$ cat src/rtl/lc4_seq_alu_pkg.sv
// Shared opcode constants, operation/state encodings and the instruction decoder
// for the LC4 multi-cycle arithmetic unit.
package lc4_seq_alu_pkg;

  localparam logic [3:0] OPC_ARITH     = 4'b0001;
  localparam logic [3:0] OPC_SHIFT_MOD = 4'b1010;

  typedef enum logic [2:0] {OP_ADD, OP_MUL, OP_SUB, OP_DIV, OP_ADDI, OP_MOD, OP_ILLEGAL} op_e;
  typedef enum logic [1:0] {S_IDLE, S_CALC, S_DONE} state_e;
  typedef enum logic {MODE_MUL, MODE_DIV} mode_e;

  function automatic op_e decode_op(input logic [15:0] insn);
    op_e op;
    op = OP_ILLEGAL;
    if (insn[15:12] == OPC_ARITH) begin
      if (insn[5]) begin
        op = OP_ADDI;
      end else begin
        case (insn[4:3])
          2'b00:   op = OP_ADD;
          2'b01:   op = OP_MUL;
          2'b10:   op = OP_SUB;
          default: op = OP_DIV;
        endcase
      end
    end else if (insn[15:12] == OPC_SHIFT_MOD && insn[5:4] == 2'b11) begin
      op = OP_MOD;
    end
    return op;
  endfunction

endpackage

$ cat src/rtl/lc4_iter_muldiv.sv
// Iterative engine: LSB-first shift-add multiply or MSB-first restoring divide,
// one bit per cycle for WORD_SIZE cycles; results are presented with the last step.
module lc4_iter_muldiv
  import lc4_seq_alu_pkg::*;
#(
  parameter int WORD_SIZE = 16,
  parameter int CNT_W     = $clog2(WORD_SIZE + 1)
) (
  input  logic                 clk,
  input  logic                 rst,
  input  logic                 start,
  input  mode_e                mode,
  input  logic [WORD_SIZE-1:0] a,
  input  logic [WORD_SIZE-1:0] b,
  output logic                 done,
  output logic [WORD_SIZE-1:0] product,
  output logic [WORD_SIZE-1:0] quotient,
  output logic [WORD_SIZE-1:0] remainder
);

  localparam logic [CNT_W-1:0] LAST = CNT_W'(WORD_SIZE - 1);

  logic                 busy;
  logic [CNT_W-1:0]     cnt;
  mode_e                mode_q;
  // acc: product accumulator / partial remainder; opb: multiplicand / divisor;
  // shr: multiplier / dividend shifting into quotient
  logic [WORD_SIZE-1:0] acc, opb, shr;
  logic [WORD_SIZE-1:0] acc_nxt, opb_nxt, shr_nxt;
  logic [WORD_SIZE:0]   rem_sh;
  logic                 fits;

  always_comb begin
    acc_nxt = acc;
    opb_nxt = opb;
    shr_nxt = shr;
    rem_sh  = {acc, shr[WORD_SIZE-1]};
    fits    = rem_sh >= {1'b0, opb};
    if (mode_q == MODE_MUL) begin
      if (shr[0]) acc_nxt = acc + opb;
      opb_nxt = opb << 1;
      shr_nxt = shr >> 1;
    end else begin
      acc_nxt = fits ? WORD_SIZE'(rem_sh - {1'b0, opb}) : rem_sh[WORD_SIZE-1:0];
      shr_nxt = {shr[WORD_SIZE-2:0], fits};
    end
  end

  assign done      = busy && (cnt == LAST);
  assign product   = acc_nxt;
  assign quotient  = shr_nxt;
  assign remainder = acc_nxt;

  always_ff @(posedge clk) begin
    if (rst) begin
      busy   <= 1'b0;
      cnt    <= '0;
      mode_q <= MODE_MUL;
      acc    <= '0;
      opb    <= '0;
      shr    <= '0;
    end else if (start) begin
      busy   <= 1'b1;
      cnt    <= '0;
      mode_q <= mode;
      acc    <= '0;
      opb    <= (mode == MODE_MUL) ? a : b;
      shr    <= (mode == MODE_MUL) ? b : a;
    end else if (busy) begin
      acc <= acc_nxt;
      opb <= opb_nxt;
      shr <= shr_nxt;
      if (cnt == LAST) begin
        busy <= 1'b0;
        cnt  <= '0;
      end else begin
        cnt <= cnt + 1'b1;
      end
    end
  end

endmodule

$ cat src/rtl/lc4_seq_alu.sv
// LC4 multi-cycle arithmetic unit: decode, valid/ready FSM, single-cycle
// add/sub/addi and registered result, with MUL/DIV/MOD handed to the engine.
module lc4_seq_alu
  import lc4_seq_alu_pkg::*;
#(
  parameter int WORD_SIZE = 16,
  parameter int CNT_W     = $clog2(WORD_SIZE + 1)
) (
  input  logic                 clk,
  input  logic                 rst,
  input  logic                 i_valid,
  output logic                 o_ready,
  input  logic [15:0]          i_insn,
  input  logic [WORD_SIZE-1:0] i_r1data,
  input  logic [WORD_SIZE-1:0] i_r2data,
  output logic                 o_valid,
  input  logic                 i_ready,
  output logic [WORD_SIZE-1:0] o_result,
  output logic                 o_dbz,
  output logic                 o_illegal
);

  state_e               state;
  op_e                  op, op_q;
  logic                 accept, is_div, dbz, iter_go, eng_start, eng_done;
  logic [WORD_SIZE-1:0] imm, single_res, eng_res, product, quotient, remainder;

  assign op        = decode_op(i_insn);
  assign accept    = i_valid && (state == S_IDLE);
  assign is_div    = (op == OP_DIV) || (op == OP_MOD);
  assign dbz       = is_div && (i_r2data == '0);
  assign iter_go   = (op == OP_MUL) || (is_div && !dbz);
  assign eng_start = accept && iter_go && !rst;
  assign imm       = WORD_SIZE'($signed(i_insn[4:0]));

  always_comb begin
    single_res = '0;
    case (op)
      OP_ADD:  single_res = i_r1data + i_r2data;
      OP_SUB:  single_res = i_r1data - i_r2data;
      OP_ADDI: single_res = i_r1data + imm;
      default: single_res = '0;
    endcase
  end

  always_comb begin
    eng_res = remainder;
    if (op_q == OP_MUL)      eng_res = product;
    else if (op_q == OP_DIV) eng_res = quotient;
  end

  lc4_iter_muldiv #(.WORD_SIZE(WORD_SIZE), .CNT_W(CNT_W)) u_engine (
    .clk       (clk),
    .rst       (rst),
    .start     (eng_start),
    .mode      ((op == OP_MUL) ? MODE_MUL : MODE_DIV),
    .a         (i_r1data),
    .b         (i_r2data),
    .done      (eng_done),
    .product   (product),
    .quotient  (quotient),
    .remainder (remainder)
  );

  always_ff @(posedge clk) begin
    if (rst) begin
      state     <= S_IDLE;
      op_q      <= OP_ADD;
      o_ready   <= 1'b1;
      o_valid   <= 1'b0;
      o_result  <= '0;
      o_dbz     <= 1'b0;
      o_illegal <= 1'b0;
    end else begin
      case (state)
        S_IDLE: if (accept) begin
          op_q    <= op;
          o_ready <= 1'b0;
          if (iter_go) begin
            state <= S_CALC;
          end else begin
            state     <= S_DONE;
            o_valid   <= 1'b1;
            o_result  <= single_res;
            o_dbz     <= dbz;
            o_illegal <= (op == OP_ILLEGAL);
          end
        end
        S_CALC: if (eng_done) begin
          state     <= S_DONE;
          o_valid   <= 1'b1;
          o_result  <= eng_res;
          o_dbz     <= 1'b0;
          o_illegal <= 1'b0;
        end
        S_DONE: if (i_ready) begin
          state   <= S_IDLE;
          o_valid <= 1'b0;
          o_ready <= 1'b1;
        end
        default: state <= S_IDLE;
      endcase
    end
  end

endmodule

$ cat config.mk
export PLATFORM = sky130hd
export DESIGN_NAME = lc4_seq_alu
export DESIGN_NICKNAME = d
export VERILOG_FILES = /design/src/rtl/lc4_seq_alu_pkg.sv /design/src/rtl/lc4_iter_muldiv.sv /design/src/rtl/lc4_seq_alu.sv
export SDC_FILE = /design/constraint.sdc
export NUM_CORES = 1
export LEC_CHECK = 0
export ABC_AREA = 1
export BUFFER_PORTS_ARGS = -buffer_cell sky130_fd_sc_hd__buf_4
export CORE_UTILIZATION = 40
export CTS_CLUSTER_DIAMETER = 150
export CTS_CLUSTER_SIZE = 28
export DETAILED_ROUTE_END_ITERATION = 10
export GPL_TIMING_DRIVEN = 0
export PLACE_DENSITY = 0.63
export SLEW_MARGIN = 20
export SYNTH_ARGS = -nofsm -noshare
export SYNTH_HDL_FRONTEND = slang
export SYNTH_SLANG_ARGS = --single-unit
$ cat constraint.sdc
create_clock -name clk -period 3.4 [get_ports clk]
set_input_delay 0.34 -clock clk [delete_from_list [all_inputs] [get_ports clk]]
set_output_delay 0.34 -clock clk [all_outputs]
set_load 0.05 [all_outputs]
# After elaboration in Yosys (flattened, before gate mapping)
# Index checks and enable logic that the tools add are counted.
[word_totals]
reg_bits = 80
input_bits = 52
out_inout_bits = 20
[classes]
n_addsub = 6
magnitude_cmp = 1
n_eq_ne = 21
n_mux = 47
n_reduce_logical = 26
[op_table]
columns = ["cell", "count"]
rows = [
  ["$mux W16", 16],
  ["$add A16 B16 Y16", 3],
  ["$pmux W16 S3", 1],
  ["$pmux W16 S2", 1],
  ["$sub A16 B16 Y16", 2],
  ["$ge A17 B16 Y1", 1],
  ["$logic_not A16 Y1", 1],
  ["$mux W1", 15],
  ["$pmux W2 S3", 2],
  ["$mux W2", 5],
  ["$ne A2 B2 Y1 const B", 5],
  ["$eq A3 B2 Y1 const B", 3],
  ["$eq A3 B3 Y1 const B", 3],
  ["$logic_and A1 B1 Y1", 7],
  ["$eq A2 B2 Y1 const B", 3],
  ["$eq A3 B1 Y1 const B", 2],
  ["$mux W3", 2],
  ["$pmux W1 S2", 3],
  ["$reduce_and A3 Y1", 2],
  ["$reduce_bool A2 Y1", 3],
  ["$add A5 B1 Y5 const B", 1],
  ["$eq A5 B4 Y1 const B", 1],
  ["$mux W5", 1],
  ["$reduce_and A5 Y1", 1],
  ["other kinds (12)", 17],
]

# Longest topological paths before layout
# Gate-level depths: netlist of run 1.
[logic_depth]
depth_word = 14
ltp_mapped = 23

# Cells and area by module
# A second synthesis of run 1 with hierarchy kept.
[unflattened]
cells_unflattened = 1485
area_unflattened_um2 = 8740.9
[by_module_without_submodules]
columns = ["module", "n_inst", "cells_per_inst", "area_per_inst_um2", "seq_area_each_um2"]
rows = [
  ["lc4_iter_muldiv", 1, 954, 5632.9, 1101.1],
  ["lc4_seq_alu", 1, 531, 3108.0, 500.5],
]

# Worst setup path after synthesis of run 1
# No wires, ideal clock.
[synth_path]
kind = "input-to-reg"
from = "in i_insn[15]"
to = "reg o_result[12]"
t_arrival_ps = 2898
path_slack_ps = 432
cell_stages = 17
n_path_buf = 2
path_cell_list = "nor2_2 > nand3_4 > nor2_1 > nor2_1 > buf_2 > nor2_1 > clkbuf_1 > a22oi_1 > ha_1 > a21o_1 > a21oi_1 > o21bai_1 > nand2_1 > nand2_1 > a21oi_1 > a21oi_1 > a21oi_1"
[synth_between]
elab_chain_cells = 12
[synth_rtl]
columns = ["element", "line", "rtl"]
rows = [
  ["from (decl)", "lc4_seq_alu.sv:13", "input logic [15:0] i_insn,"],
  ["$eq A4 B4 Y1", "lc4_seq_alu_pkg.sv:26", "end else if (insn[15:12] == OPC_SHIFT_MOD && insn[5:4] == 2'b11) begin"],
  ["$logic_and A1 B1 Y1", "lc4_seq_alu_pkg.sv:26", ""],
  ["$mux W2", "lc4_seq_alu_pkg.sv:26", ""],
  ["$mux W3 (*)", "lc4_seq_alu_pkg.sv:15", "if (insn[15:12] == OPC_ARITH) begin"],
  ["$eq A3 B2 Y1 / $eq A3 B3 Y1 (equally long branches)", "lc4_seq_alu.sv:30", "assign is_div = (op == OP_DIV) || (op == OP_MOD);"],
  ["$logic_or A1 B1 Y1", "lc4_seq_alu.sv:30", ""],
  ["$logic_and A1 B1 Y1", "lc4_seq_alu.sv:31", "assign dbz = is_div && (i_r2data == '0);"],
  ["$logic_not A1 Y1", "lc4_seq_alu.sv:32", "assign iter_go = (op == OP_MUL) || (is_div && !dbz);"],
  ["$logic_and A1 B1 Y1", "lc4_seq_alu.sv:32", ""],
  ["$logic_or A1 B1 Y1", "lc4_seq_alu.sv:32", ""],
  ["$ne A2 B2 Y1 (no line)", "-", ""],
  ["$reduce_and A4 Y1 (no line)", "-", ""],
  ["to (signal assigned)", "lc4_seq_alu.sv:84", "o_result <= single_res;"],
  ["to (signal assigned)", "lc4_seq_alu.sv:92", "o_result <= eng_res;"],
  ["to (decl)", "lc4_seq_alu.sv:18", "output logic [WORD_SIZE-1:0] o_result,"],
]
# Mark *: on every way between the ends. The rest lies on a longest branch, timed or not. The select of a mux whose other input is x is not followed.
# A chain may end at the register's enable or synchronous reset.

# Final worst setup path of run 1
[layout_path]
from = "in i_insn[15]"
to = "reg o_result[9]"
# Same word-level chain as after synthesis.

==> flow_metrics.py, run 1 <==
metrics = {
    "outcome": {
        "status": "completed",
    },
    "sta": {
        "hold_viol": 0,
        "slew_viol_final": 0,
        "setup_slack_ns": 0.206,
        "period_minus_slack_ns": 3.19,
        "fin_worst_skew_ns": 0.0131,
        "finalSetupViolations": 0,
        "final.period_utilization": 0.939,
        "rsz0062_at_grt": "false",
        "slew_headroom": 0.525,
        "tightest_slew_ns": 0.713,
        "fmax_mhz": 313,
    },
    "clocking": {
        "clk_latency_ns": 0.36,
        "htree_levels": 3,
        "hold_buffers": 0,
        "cts.sinks": 80,
        "cts_tree": "done",
        "cts_buffers": 9,
        "root_buffer": "clkbuf_16",
        "cts_buffer_depth": 2,
        "path_clk_slew_ns": 0.06,
    },
    "synth": {
        "synth_edf_count": 0,
        "syn_inst": 1261,
        "syn_nets": 1366,
        "netlist_area_um2": 7680,
        "ys_types": 52,
        "yosysTopAreaCell": "dfxtp_1",
        "yosys_warnings": 0,
        "synthTopCellsByArea": "dfxtp_1 21%, nand2_1 14%, a21oi_1 9.3%",
        "synth_seq_cells": 80,
        "synth_top_area_share": 0.208,
        "synth-seq-area-share": 0.208,
        "synth_area_per_cell_um2": 6.09,
        "async_flop_share": 0,
        "ys.flop_type": "dfxtp_1",
    },
    "detailed_routing": {
        "wl_met1_mm": 12.5,
        "drc_errors": 0,
        "drt-initial-drc-count": 732,
        "firstDrtPassIters": 7,
        "ant_nets": 0,
        "via_per_inst": 5.57,
        "dr_wl_met2_mm": 12.9,
        "vias": 8770,
        "wl_per_cell_um": 18.3,
        "top_layer": "met4",
        "met3_length_mm": 1.68,
        "routed_wl_mm": 28.8,
    },
    "floorplan": {
        "start_util": 0.409,
        "num_rows": 50,
        "die_h_um": 141,
        "ioPinCount": 72,
        "dieWidth_um": 141,
        "dieArea_um2": 19800,
        "core_um2": 18800,
    },
    "grt": {
        "grt_max_degree": 15,
        "grt_pass1_vias": 8209,
        "grt_pass1_wl_mm": 44.5,
        "antenna_found_initial": 0,
        "grt_usage": 0.297,
        "grt-ovfl-total": 0,
    },
    "critical_path": {
        "cp.arrival_ns": 3.42,
        "worstPathMaxFanout": 10,
        "worst_setup_path_start_kind": "primary input",
        "cp-end-kind": "flip-flop",
        "critPathRequiredTime_ns": 3.63,
        "worst-setup-path-type": "in -> reg",
    },
    "power": {
        "seqPwrFrac": 0.357,
        "pwr-share-clk": 0.334,
        "power_density_nw_per_um2": 322,
        "max-vdd-ir-drop_mv": 0.244,
        "swShare": 0.369,
        "p_leak_nw": 4.11,
        "switchingPower_mw": 1.04,
        "finalPower_mw": 2.83,
        "p_comb_frac": 0.309,
        "p_int_mw": 1.78,
    },
    "final_layout": {
        "syn2layout_area_growth_pct": 14.3,
        "finalNetCount": 1442,
        "diodes": 0,
        "final_common_cell": "nand2_1",
        "drive_gt1_frac": 0.110,
        "layout_common_cells": "280 x nand2_1, 143 x inv_1, 141 x a21oi_1, 121 x nand3_1, 107 x nor2_1",
    },
    "placed_design": {
        "dp_hpwl_mm": 23.8,
        "place_ws_ns": -0.572,
        "io_buffers": 65,
        "globalplace.congestion": 0.983,
    },
    "hold_path": {
        "hold_class": "in -> reg",
    },
    "job": {
        "cap_violations": 0,
    },
}
through the flow:
| stage | setup TNS (ns) | utilization | hold WS (ns) | cell area, µm² | std cells |
|---|---|---|---|---|---|
| CTS | 0 | 0.466 | 0.278 | 8750 | 1575 |
| global placement | -5.36 | 0.451 | 0.441 | 8470 | 1560 |
| finish | 0 | 0.468 | 0.287 | 8790 | 1575 |
| detailed placement | -5.02 | 0.451 | 0.445 | 8470 | 1560 |
| global route | 0 | 0.468 | 0.294 | 8790 | 1575 |
| floorplan | 0 | - | 0.422 | 7680 | 1261 |
cells in the mapped netlist (all sizes together) (8+ instances only):
library cell,instances
o21ai,109
mux2i,8
clkbuf,32
a22oi,12
inv,156
nor2,117
xnor2,10
nand4,15
xor2,14
nand2,289
nand3,125
dfxtp,80
a31oi,16
o211ai,13
nor3,9
ha,50
a21oi,150
buf,18
layer usage:
| layer | track usage | vias up |
|---|---|---|
| li1 | - | 4401 |
| met1 | 0.371 | 3960 |
| met2 | 0.486 | 330 |
| met3 | 0.0418 | 79 |
| met4 | 0.177 | 0 |
| met5 | 0 | - |
kinds of logic after synthesis:
kind of cell	Yosys count	synth area share
buffers and inverters	208	0.109
AND/OR/NAND/NOR	564	0.321
flip-flops	80	0.208
AO/OA/AOI/OAI	324	0.235
multiplexers	8	0.0104
adder cells (fa/ha/maj)	53	0.0892
XOR/XNOR	24	0.0274
worst max-delay path, stage by stage:
cell and delay, ns:
buf_4 0.12, nor2_2 0.13, nand3_4 0.16, nor2_2 0.17
nor2_1 0.09, buf_4 0.18, nor2_2 0.23, a21oi_2 0.08
buf_4 0.18, a22oi_1 0.20, ha_1 0.34, a21oi_1 0.22
o21ai_0 0.14, nand2b_1 0.21, nand2_1 0.08, nand2_1 0.09
xnor2_2 0.20, nor2_1 0.07, nor2_1 0.10, a21oi_1 0.08
power by group through the flow:
stage	Clock [mW]	Sequential, mW	Combinational (mW)
floorplan	0	1.11	0.478
global placement	0	1.03	0.854
detailed placement	0	1.03	0.854
CTS	0.956	1.01	0.857
global route	0.996	1.01	0.950
finish	0.944	1.01	0.875
flip-flops by register name (all words and copies together) (netlist names), 2 cells and up:
signal,cells
state,2
op_q,3
u_engine.acc,16
u_engine.opb,16
o_result,16
u_engine.shr,16
u_engine.cnt,5
path summary, 6_finish.rpt:
path	start	end	slack (ns)	cells after the start
max	i_insn[15]	o_result[9]$_SDFFE_PP0P_	0.21	20
min	rst	u_engine.opb[2]$_SDFFE_PP0P_	0.29	4
max reg2reg	u_engine.acc[1]$_SDFFE_PP0P_	o_result[2]$_SDFFE_PP0P_	0.59	15
min reg2reg	u_engine.cnt[4]$_SDFFE_PP0P_	u_engine.cnt[4]$_SDFFE_PP0P_	0.45	2
final cells by class:
cell class / instances / area [µm²]
Sequential cell: 80 / 1600
Clock inverter: 5 / 41.3
Fill cell: 2033 / 9980
Clock buffer: 10 / 239
Multi-Input combinational cell: 973 / 5280
Inverter: 158 / 598
Tap cell: 234 / 293
Buffer: 50 / 248
Timing Repair Buffer: 65 / 488
timing repair:
action | CTS | global route
pin swaps | 0 | 0
setup buffers | 0 | 0
endpoints found under the setup margin | 9 | 9
gates resized for setup | 3 | 15
Note: power is estimated with default switching activity, not from simulation.
==> inputs of run 2 (changes only) <==
- ABC_AREA: 1 -> not set
==> run 2 against run 1 <==
  * The run now ends with negative setup slack left
  * Design area grew 3.3%
  * Die area shrank 3.6%
  * Core utilization up 3.5 points
  * Largest cell class unchanged
==> flow_metrics.py, run 2 <==
metrics = {
    "critical_path": {
        "cpPeakStageDelay_ns": 0.57,
        "reg2reg_depth": 11,
        "cp.arrival_ns": 3.77,
        "cpMaxStageDelayCell": "or4b_4",
        "path_cells": "buf_8 -> or4b_4 -> or3_4 -> nand2b_4 -> nor2_1 -> a221o_1 -> ha_4 -> a211oi_4 -> o21ai_4 -> a21oi_2 -> o21bai_1 -> a31oi_1 -> xnor2_1 -> a32oi_1 -> a311oi_1",
        "cp_num_buf_inv": 1,
        "cp-end-kind": "flip-flop",
        "worst_setup_path_start_kind": "primary input",
        "critPathRequiredTime_ns": 3.66,
        "r2r-end": "o_result[9]$_SDFFE_PP0P_",
        "r2r_slack_ns": 0.18,
        "critical-path-top-delay-family": "compound AO/OA/AOI/OAI gates",
        "worstPathMaxFanout": 6,
        "timing.rr.start": "u_engine.opb[12]$_SDFFE_PP0P_",
        "worst-setup-path-type": "in -> reg",
    },
    "grt": {
        "grt_pass1_wl_mm": 42.5,
        "grt_max_degree": 15,
        "grt-ovfl-total": 0,
        "grt_pass1_vias": 7449,
        "grt_usage": 0.283,
        "antenna_found_initial": 1,
    },
    "final_layout": {
        "drive_gt1_frac": 0.185,
        "finalNetCount": 1180,
        "multiInputGateArea_um2": 5790,
        "final_common_cell": "nor2_1",
        "layout_common_cells": "118 x nor2_1, 84 x buf_4, 80 x a211oi_1, 80 x dfxtp_1, 74 x a21oi_1",
        "syn2layout_area_growth_pct": 22.5,
        "diodes": 0,
        "finalInstanceArea_um2": 9070,
        "regArea_um2": 1600,
        "fillers": 1810,
    },
    "sta": {
        "worst_hold_slack_ns": 0.262,
        "rsz0062_at_grt": "true",
        "hold_viol": 0,
        "slew_headroom": 0.276,
        "fin_worst_skew_ns": 0.00425,
        "fmax_mhz": 285,
        "tightest_slew_ns": 1.08,
        "finalSetupViolations": 6,
        "slew_viol_final": 0,
        "period_minus_slack_ns": 3.51,
        "final.period_utilization": 1.03,
        "setup_slack_ns": -0.106,
    },
    "clocking": {
        "cts.sinks": 80,
        "cts_buffer_depth": 2,
        "clk_latency_ns": 0.35,
        "root_buffer": "clkbuf_16",
        "path_clk_slew_ns": 0.06,
        "htree_levels": 3,
        "cts_buffers": 9,
        "cts_tree": "done",
    },
    "power": {
        "swShare": 0.344,
        "seqPwrFrac": 0.349,
        "p_leak_nw": 3.35,
        "max-vdd-ir-drop_mv": 0.267,
        "switchingPower_mw": 0.976,
        "p_comb_frac": 0.299,
        "power_density_nw_per_um2": 313,
        "pwr-share-clk": 0.352,
        "p_int_mw": 1.87,
    },
    "job": {
        "cap_violations": 0,
    },
    "outcome": {
        "status": "complete, but fails checks",
        "violations": "negative setup slack",
    },
    "hold_path": {
        "holdPathEnd": "state[1]$_SDFFE_PP0P_",
        "hold_class": "in -> reg",
        "hold_path_depth": 4,
        "hp-start": "i_ready",
    },
    "placed_design": {
        "dp_hpwl_mm": 21.2,
        "post_dp_cell_area_um2": 8190,
        "globalplace.congestion": 0.955,
        "io_buffers": 61,
    },
    "floorplan": {
        "start_util": 0.411,
        "dieWidth_um": 138,
        "die_h_um": 138,
        "num_rows": 49,
        "core_um2": 18000,
        "ioPinCount": 72,
        "dieArea_um2": 19100,
    },
    "synth": {
        "ys.flop_type": "dfxtp_1",
        "synth_area_per_cell_um2": 7.56,
        "synthTopCellsByArea": "dfxtp_1 22%, a211oi_1 8.5%, ha_1 8.5%",
        "synth-seq-area-share": 0.216,
        "syn_inst": 979,
        "synth_top_area_share": 0.216,
        "synthTopCellsByCount": "119 x nor2_1, 84 x a211oi_1, 80 x dfxtp_1",
        "ys_types": 74,
        "synth_seq_cells": 80,
        "synth_edf_count": 0,
        "netlist_area_um2": 7400,
        "yosys_warnings": 0,
        "syn_nets": 1084,
        "yosysTopAreaCell": "dfxtp_1",
        "yosysMostFrequentCell": "nor2_1",
        "async_flop_share": 0,
    },
    "detailed_routing": {
        "drc_errors": 0,
        "firstDrtPassIters": 5,
        "via_per_inst": 6.22,
        "vias": 8136,
        "drt-initial-drc-count": 688,
        "ant_nets": 0,
        "wl_per_cell_um": 21.2,
        "routed_wl_mm": 27.8,
    },
}
## run 2: cell types whose count changed after synthesis, moves of 32 or more
cell      before  now
inv_1        143   39
nand2_1      280   67
mux2i_1        8   50
o21ai_1       33    1
a211oi_1       2   84
nand3_1      122   23
a21oi_1      143   79
## run 2: what timing repair did
action / CTS / global route
buffers inserted: 17 / 11
setup endpoints to repair: 16 / 26
hold buffers: 0 / 0
pin swaps: 26 / 28
endpoints found under the hold margin: 0 / 0
gates resized for setup: 44 / 42
## run 2: logic make-up after synthesis
logic type | after synthesis | share of synthesized area
fa+ha+maj | 53 | 0.0926
mux | 61 | 0.0843
simple gates | 317 | 0.207
compound gates | 337 | 0.309
buf+inv | 99 | 0.0529
xor+xnor | 32 | 0.0379
flops | 80 | 0.216
## run 2: how the worst max path moves through the flow
stage	from	to	slack, ns	cells past startpoint
4_1_cts	i_insn[14]	o_result[12]$_SDFFE_PP0P_	-0.12	17
5_1_grt	i_insn[15]	o_result[14]$_SDFFE_PP0P_	-0.24	17
6_report	i_insn[15]	o_result[15]$_SDFFE_PP0P_	-0.11	15
2_1_floorplan	i_insn[13]	o_result[12]$_SDFFE_PP0P_	-0.16	17
3_5_place_dp	i_insn[13]	o_result[12]$_SDFFE_PP0P_	-1.11	15
3_3_place_gp	i_insn[13]	o_result[12]$_SDFFE_PP0P_	-1.11	15
## run 2: stage by stage
step / utilization / instances / setup TNS, ns / setup slack, ns / total power [mW]
2_1_floorplan: - / 979 / -0.677 / -0.161 / 1.47
3_3_place_gp: 0.455 / 1269 / -10.34 / -1.11 / 1.71
3_5_place_dp: 0.455 / 1269 / -10.12 / -1.11 / 1.71
4_1_cts: 0.490 / 1300 / -0.384 / -0.125 / 2.76
5_1_grt: 0.503 / 1309 / -1.13 / -0.239 / 2.93
6_report: 0.503 / 1309 / -0.419 / -0.106 / 2.84
## run 2: layout make-up
class,count,share of cell area
Clock buffer,9,0.0248
Sequential cell,80,0.177
Clock inverter,7,0.00786
Inverter,39,0.0161
Multi-Input combinational cell,800,0.638
Timing Repair Buffer,89,0.0775
Tap cell,229,0.0316
Buffer,56,0.0279
## run 2: power groups by stage
stage                     sequential [mW]  combinational, mW  clock [mW]
after floorplan                      1.06              0.405           0
after global placement               1.01              0.700           0
after detailed placement             1.01              0.702           0
after CTS                           0.991              0.767        1.00
after global routing                0.993              0.903        1.03
final                               0.992              0.849        1.00
## run 2: tightest hold or removal path, delay by kind of cell
kind	cells	cell delay (ns)
compound gates	1	0.06
buf+inv	1	0.08
simple gates	2	0.08
## run 2: per-layer routing
layer	up-vias	GRT usage	wire length, µm
met5	-	0	0
met4	0	0.113	1050
met3	61	0.0506	1930
met2	333	0.451	12700
met1	3857	0.378	12100
li1	3885	-	-
